File: src/rtl/vx_prefetch_perf_tracker_if.sv
// Event and counter bundle between the cache bank pipeline and the prefetch perf tracker.
// master: the pipeline side that raises the strobes; slave: the tracker that returns the counters.
interface vx_prefetch_perf_tracker_if #(
  parameter int LINE_BITS = 8,
  parameter int CTR_BITS  = 44
);
  logic                 pf_req_valid;
  logic [LINE_BITS-1:0] pf_req_line;
  logic                 fill_valid;
  logic                 fill_is_pf;
  logic [LINE_BITS-1:0] fill_line;
  logic                 hit_valid;
  logic [LINE_BITS-1:0] hit_line;
  logic                 dmiss_valid;
  logic [LINE_BITS-1:0] dmiss_line;
  logic                 evict_valid;
  logic [LINE_BITS-1:0] evict_line;
  logic [CTR_BITS-1:0]  prefetch_requests;
  logic [CTR_BITS-1:0]  prefetched_blocks;
  logic [CTR_BITS-1:0]  unused_prefetched_blocks;
  logic [CTR_BITS-1:0]  late_prefetches;

  modport master (
    output pf_req_valid, pf_req_line, fill_valid, fill_is_pf, fill_line,
           hit_valid, hit_line, dmiss_valid, dmiss_line, evict_valid, evict_line,
    input  prefetch_requests, prefetched_blocks, unused_prefetched_blocks, late_prefetches
  );

  modport slave (
    input  pf_req_valid, pf_req_line, fill_valid, fill_is_pf, fill_line,
           hit_valid, hit_line, dmiss_valid, dmiss_line, evict_valid, evict_line,
    output prefetch_requests, prefetched_blocks, unused_prefetched_blocks, late_prefetches
  );
endinterface

File: src/rtl/vx_prefetch_perf_tracker.sv
// Per-line prefetch tracker producing the four prefetch perf counters.
// Optional: define VX_PF_PERF_SATURATE_EN to make counters saturate instead of wrapping.
`ifndef PERF_CTR_BITS
`define PERF_CTR_BITS 44
`endif

module vx_prefetch_perf_tracker #(
  parameter int LINES     = 256,
  parameter int LINE_BITS = $clog2(LINES),
  parameter int CTR_BITS  = `PERF_CTR_BITS
) (
  input logic                   clk,
  input logic                   reset,
  vx_prefetch_perf_tracker_if.slave bus
);

  typedef logic [CTR_BITS-1:0] ctr_t;
  typedef logic [LINES-1:0]    line_vec_t;

  function automatic ctr_t bump(input ctr_t c, input logic en);
`ifdef VX_PF_PERF_SATURATE_EN
    return (en && !(&c)) ? c + ctr_t'(1) : c;
`else
    return en ? c + ctr_t'(1) : c;
`endif
  endfunction

  line_vec_t pending_q, pending_d;
  line_vec_t unused_q,  unused_d;
  line_vec_t late_q,    late_d;
  ctr_t      req_q,     req_d;
  ctr_t      blk_q,     blk_d;
  ctr_t      unu_q,     unu_d;
  ctr_t      lat_q,     lat_d;

  logic inc_req, inc_blk, inc_unu, inc_lat;

  // NOTE: the events are applied one after another in priority order with blocking
  // assignments to the *_d copies, so a later event on the same line sees the earlier
  // event's effect within the same cycle; every *_d gets its default first (no latches).
  always_comb begin
    pending_d = pending_q;
    unused_d  = unused_q;
    late_d    = late_q;
    inc_req   = 1'b0;
    inc_blk   = 1'b0;
    inc_unu   = 1'b0;
    inc_lat   = 1'b0;

    if (bus.hit_valid) unused_d[bus.hit_line] = 1'b0;

    // Evict acts on the old occupant, after a same-cycle hit has marked it referenced.
    if (bus.evict_valid && unused_d[bus.evict_line]) begin
      inc_unu                    = 1'b1;
      unused_d[bus.evict_line]   = 1'b0;
    end

    if (bus.fill_valid) begin
      if (bus.fill_is_pf) begin
        inc_blk                  = 1'b1;
        unused_d[bus.fill_line]  = ~late_d[bus.fill_line];
        pending_d[bus.fill_line] = 1'b0;
        late_d[bus.fill_line]    = 1'b0;
      end else begin
        unused_d[bus.fill_line]  = 1'b0;
      end
    end

    if (bus.dmiss_valid && pending_d[bus.dmiss_line] && !late_d[bus.dmiss_line]) begin
      inc_lat                  = 1'b1;
      late_d[bus.dmiss_line]   = 1'b1;
    end

    if (bus.pf_req_valid) begin
      inc_req                    = 1'b1;
      pending_d[bus.pf_req_line] = 1'b1;
      late_d[bus.pf_req_line]    = 1'b0;
    end

    req_d = bump(req_q, inc_req);
    blk_d = bump(blk_q, inc_blk);
    unu_d = bump(unu_q, inc_unu);
    lat_d = bump(lat_q, inc_lat);
  end

  // NOTE: the per-line vectors are reset along with the counters so that a reset
  // really discards in-flight prefetches; they are flops, not a RAM, so this is cheap to do.
  always_ff @(posedge clk or negedge reset) begin
    if (!reset) begin
      pending_q <= '0;
      unused_q  <= '0;
      late_q    <= '0;
      req_q     <= '0;
      blk_q     <= '0;
      unu_q     <= '0;
      lat_q     <= '0;
    end else begin
      pending_q <= pending_d;
      unused_q  <= unused_d;
      late_q    <= late_d;
      req_q     <= req_d;
      blk_q     <= blk_d;
      unu_q     <= unu_d;
      lat_q     <= lat_d;
    end
  end

  assign bus.prefetch_requests        = req_q;
  assign bus.prefetched_blocks        = blk_q;
  assign bus.unused_prefetched_blocks = unu_q;
  assign bus.late_prefetches          = lat_q;

endmodule

File: src/flat_wrapper.sv
// flat-port wrapper written by rule: the top's interface ports become plain ports
module vx_prefetch_perf_tracker_flat 
#(
  parameter int LINES     = 256,
  parameter int LINE_BITS = $clog2(LINES),
  parameter int CTR_BITS  = `PERF_CTR_BITS
)
  (clk, reset, bus_pf_req_valid, bus_pf_req_line, bus_fill_valid, bus_fill_is_pf, bus_fill_line, bus_hit_valid, bus_hit_line, bus_dmiss_valid, bus_dmiss_line, bus_evict_valid, bus_evict_line, bus_prefetch_requests, bus_prefetched_blocks, bus_unused_prefetched_blocks, bus_late_prefetches);
  vx_prefetch_perf_tracker_if #(.LINE_BITS(LINE_BITS), .CTR_BITS(CTR_BITS)) bus_i ();
  input logic clk;
  input logic reset;
  input wire logic [$bits(bus_i.pf_req_valid)-1:0] bus_pf_req_valid;
  input wire logic [$bits(bus_i.pf_req_line)-1:0] bus_pf_req_line;
  input wire logic [$bits(bus_i.fill_valid)-1:0] bus_fill_valid;
  input wire logic [$bits(bus_i.fill_is_pf)-1:0] bus_fill_is_pf;
  input wire logic [$bits(bus_i.fill_line)-1:0] bus_fill_line;
  input wire logic [$bits(bus_i.hit_valid)-1:0] bus_hit_valid;
  input wire logic [$bits(bus_i.hit_line)-1:0] bus_hit_line;
  input wire logic [$bits(bus_i.dmiss_valid)-1:0] bus_dmiss_valid;
  input wire logic [$bits(bus_i.dmiss_line)-1:0] bus_dmiss_line;
  input wire logic [$bits(bus_i.evict_valid)-1:0] bus_evict_valid;
  input wire logic [$bits(bus_i.evict_line)-1:0] bus_evict_line;
  output wire logic [$bits(bus_i.prefetch_requests)-1:0] bus_prefetch_requests;
  output wire logic [$bits(bus_i.prefetched_blocks)-1:0] bus_prefetched_blocks;
  output wire logic [$bits(bus_i.unused_prefetched_blocks)-1:0] bus_unused_prefetched_blocks;
  output wire logic [$bits(bus_i.late_prefetches)-1:0] bus_late_prefetches;
  assign bus_i.pf_req_valid = bus_pf_req_valid;
  assign bus_i.pf_req_line = bus_pf_req_line;
  assign bus_i.fill_valid = bus_fill_valid;
  assign bus_i.fill_is_pf = bus_fill_is_pf;
  assign bus_i.fill_line = bus_fill_line;
  assign bus_i.hit_valid = bus_hit_valid;
  assign bus_i.hit_line = bus_hit_line;
  assign bus_i.dmiss_valid = bus_dmiss_valid;
  assign bus_i.dmiss_line = bus_dmiss_line;
  assign bus_i.evict_valid = bus_evict_valid;
  assign bus_i.evict_line = bus_evict_line;
  assign bus_prefetch_requests = bus_i.prefetch_requests;
  assign bus_prefetched_blocks = bus_i.prefetched_blocks;
  assign bus_unused_prefetched_blocks = bus_i.unused_prefetched_blocks;
  assign bus_late_prefetches = bus_i.late_prefetches;
  vx_prefetch_perf_tracker #(.LINES(LINES), .LINE_BITS(LINE_BITS), .CTR_BITS(CTR_BITS)) u_core (.clk(clk), .reset(reset), .bus(bus_i));
endmodule
File: config.mk
export PLATFORM = sky130hd
export DESIGN_NAME = vx_prefetch_perf_tracker_flat
export DESIGN_NICKNAME = d
export VERILOG_FILES = /design/src/rtl/vx_prefetch_perf_tracker_if.sv /design/src/rtl/vx_prefetch_perf_tracker.sv /design/src/flat_wrapper.sv
export SDC_FILE = /design/constraint.sdc
export NUM_CORES = 2
export LEC_CHECK = 0
export BUFFER_PORTS_ARGS = -buffer_cell sky130_fd_sc_hd__buf_2
export CAP_MARGIN = 20
export CELL_PAD_IN_SITES_DETAIL_PLACEMENT = 2
export CELL_PAD_IN_SITES_GLOBAL_PLACEMENT = 2
export CORE_ASPECT_RATIO = 1.25
export CORE_MARGIN = 2
export CORE_UTILIZATION = 30
export CTS_CLUSTER_DIAMETER = 60
export DETAILED_ROUTE_END_ITERATION = 16
export PLACE_DENSITY = 0.67
export SLEW_MARGIN = 20
export SYNTH_ARGS = -nofsm -noshare
export SYNTH_HDL_FRONTEND = slang
export SYNTH_SLANG_ARGS = --single-unit
export TNS_END_PERCENT = 1
File: constraint.sdc
create_clock -name clk -period 3.1 [get_ports clk]
set_input_delay 0.62 -clock clk [delete_from_list [all_inputs] [get_ports clk]]
set_output_delay 0.62 -clock clk [all_outputs]
set_load 0.02 [all_outputs]
==> metrics.yaml <==
p_int_mw: 26.4
die_area_um2: 188000
finalHoldViolCount: 0
cp-start-kind: "input pin"
min_path_type: "in -> reg"
synthesis.area_um2: 55200
required_ns: 3.86
grt_max_degree: 113
dp_cells: 9548
crit_arrival_ns: 4.43
end_kind: "flop"
seq_power_share_pct: 35.6
synth_nets: 5810
max_freq_mhz: 272
port_buffers: 223
hold_ws_ns: 0.101
path_max_fanout: 18
outcome: "finished, violations left"
final-setup-viol-count: 600
track_usage_pct: 44.8
die_y_um: 484
syn_to_final_growth_pct: 46.5
cts_max_path_buffers: 3
overflow: 0
fin_total_pwr_mw: 38.5
grt_pass1_wl_um: 588000
cts_sinks: 944
rsz0062_at_grt: "true"
routedWlPerCell_um: 43.7
leakage_nw: 35.0
fin_crit_sh_pct: 118
drtPass1Iterations: 5
vias: 66300
yosys_most_used_dff: "dfrtp_1"
drt_iter0_drc: 7058
cap_violations: 0
io_pins: 224
final_net_count: 7386
worstPathCellList: "buf_2 > buf_6 > buf_4 > nand4bb_1 > buf_4 > buf_4 > o31ai_1 > o22ai_1 > a22oi_1 > nand4b_1 > a21oi_1 > and4b_1 > a211oi_4 > buf_12 > buf_12 > buf_12 > or4_4 > a22oi_2"
insertion_delay_ns: 0.85
antenna_left: 0
post-dp-hpwl_um: 315000
ys_seq_elements: 944
yosysWarnings: 0
wl_um: 431000
drive_gt1_share_pct: 39.9
cts.clk_slew.worst_paths_ns: 0.06
core_area_um2: 183000
gp_congestion: 1.05
viasPerCell: 6.72
cellPowerDensity_nw_per_um2: 476
ctsRootBufferMaster: "clkbuf_16"
maxSlewViolCount: 0
cts-buffers-inserted: 137
skew_ns: 0.0304
synthDistinctLibCells: 111
layout_setup_ws_ns: -0.573
h-tree-depth: 4
clkPwrFrac_pct: 45.2
max_slew_margin_pct: 22.7
sw_frac_of_total_pct: 31.4
syn_avg_cell_area_um2: 9.59
violations: "setup timing"
post-route-min-period_ns: 3.67
p_sw_mw: 12.1
synth_cells: 5758
start_util_pct: 30.1
grt_pass1_vias: 69900
synth_seq_area_share_pct: 42.8
irDropWorstVdd_v: 0.000555
crit_type: "in -> reg"
p_comb_share_pct: 19.3
drc: 0
cts_tree: "yes"
antenna_found_initial: 50
synth_edf_count: 0
worst_pin_slew_ns: 1.15
std_cell_rows: 176
cp_slowest_cell: "or4_4"
max_stage_delay_ns: 0.51
fp.dieW_um: 388
final_cells: 9864
async_reset_ff_share_pct: 100
-- sequential cells by signal, summed over array words and instances (netlist names) --
name                                 flops
u_core.late_q                          256
u_core.pending_q                       256
u_core.unused_q                        256
u_core.bus.late_prefetches              44
u_core.bus.prefetch_requests            44
u_core.bus.prefetched_blocks            44
u_core.bus.unused_prefetched_blocks     44
-- kinds of logic after synthesis --
group,Yosys count,share of synthesized area (%)
xor+xnor,179,2.84
buf+inv,668,5.40
mux,198,6.90
fa+ha+maj,4,0.0906
simple gates,1668,15.6
compound gates,2097,26.4
flops,944,42.8
-- cells in the mapped netlist (26+ instances only) --
| master | n | area [um2] |
|---|---|---|
| a32oi_1 | 59 | 517 |
| o41ai_1 | 26 | 228 |
| o31ai_1 | 210 | 1580 |
| a31oi_1 | 47 | 294 |
| nor2b_1 | 30 | 188 |
| nand2_1 | 511 | 1920 |
| o22ai_1 | 123 | 769 |
| buf_1 | 33 | 124 |
| nor2_1 | 281 | 1050 |
| nand2b_1 | 32 | 200 |
| dfrtp_1 | 944 | 23600 |
| a21o_1 | 30 | 225 |
| o32ai_1 | 33 | 289 |
| or2_2 | 29 | 181 |
| a22oi_1 | 168 | 1260 |
| o211ai_1 | 55 | 413 |
| mux2i_1 | 42 | 420 |
| mux4_2 | 145 | 3270 |
| xnor2_1 | 110 | 963 |
| a22o_1 | 160 | 1400 |
| nand4_1 | 101 | 632 |
| xor2_1 | 69 | 604 |
| nand3_1 | 270 | 1350 |
| or4_1 | 28 | 210 |
| o221ai_1 | 105 | 920 |
| a21oi_1 | 273 | 1370 |
| and2_1 | 29 | 181 |
| nor3_1 | 108 | 541 |
| o311ai_0 | 70 | 613 |
| buf_2 | 174 | 871 |
| clkbuf_1 | 389 | 1460 |
| and3_1 | 70 | 438 |
| o21ai_0 | 468 | 2340 |
| o31a_1 | 49 | 429 |
-- repair_timing --
item | CTS | global route
setup buffers | 24 | 20
pin swaps | 48 | 59
resized for setup | 323 | 280
gates cloned | 4 | 3
hold endpoints to repair | 22 | 0
setup endpoints to repair | 600 | 601
hold buffers | 1 | 0
-- cell usage in the layout (no fill, tap or decap), types with 56 or more instances in the layout --
cell type and instances:
o22ai_1 86, nand4_1 101, clkbuf_16 149, buf_4 1594, buf_2 209, o21ai_1 68, o21ai_0 362, a22oi_1 152
a22o_1 160, nand2_1 501, o221ai_1 100, nor2_1 233, o311ai_0 56, a21oi_1 268, buf_6 60, xor2_1 68
xnor2_1 107, buf_12 196, o31ai_1 147, nand3_1 248, nor3_1 82, and3_1 70, dfrtp_1 942, mux4_2 145
-- area by class of cell --
type                    instances  area [um2]
flip-flops and latches        944       23600
well taps                    2403        3010
multi-input cells            4146       31200
inverters                      27         103
fillers                     19200      103000
clock inverters                67         937
diodes                         21        52.6
repair buffers               2078       18000
clock buffers                 178        3940
-- stage by stage --
| stage | setup TNS, ns | area, um2 | utilization (%) | worst slack (ns) |
|---|---|---|---|---|
| floorplan | -215.21 | 55700 | - | -0.463 |
| finish | -213.52 | 80900 | 44.1 | -0.573 |
| CTS | -175.08 | 79400 | 43.3 | -0.521 |
| global route | -215.60 | 80900 | 44.1 | -0.551 |
| detailed placement | -835.94 | 73000 | 39.8 | -1.72 |
| global placement | -840.48 | 73000 | 39.8 | -1.68 |
-- layer usage --
metal	global-route usage, %	up-vias	share of wire, %
met5	0	-	0.052
met4	43.1	36	11
met2	67.9	4584	44
met3	12.0	1904	9.0
met1	50.7	34300	35
li1	-	25400	-
-- final timing paths --
path / from / cells after the start / to / slack, ns
worst max-delay path: bus_fill_line[6] / 18 / u_core.late_q[186] / -0.57
worst min-delay path: bus_pf_req_valid / 3 / u_core.bus.prefetch_requests[2] / 0.10
worst max register to register: u_core.late_q[63] / 9 / u_core.unused_q[76] / -0.54
worst min register to register: u_core.bus.late_prefetches[43] / 1 / u_core.bus.late_prefetches[43] / 0.47
max in group asynchronous: reset / 3 / u_core.unused_q[182] / 1.59
min in group asynchronous: reset / 2 / u_core.bus.prefetched_blocks[30] / 0.30
-- worst max-delay path: cells and delay by family --
kind	cells	cell delay, ns
simple gates	4	1.24
compound gates	6	1.13
buf+inv	8	1.40
-- power by group through the flow --
stage | clock (mW) | combinational [mW] | sequential, mW
after CTS | 17.5 | 7.00 | 13.7
after floorplan | 0 | 2.65 | 13.9
after global placement | 0 | 6.59 | 13.8
after global routing | 17.9 | 7.61 | 13.8
final | 17.4 | 7.43 | 13.7
after detailed placement | 0 | 6.75 | 13.9
Note: power is estimated with default switching activity, not from simulation.
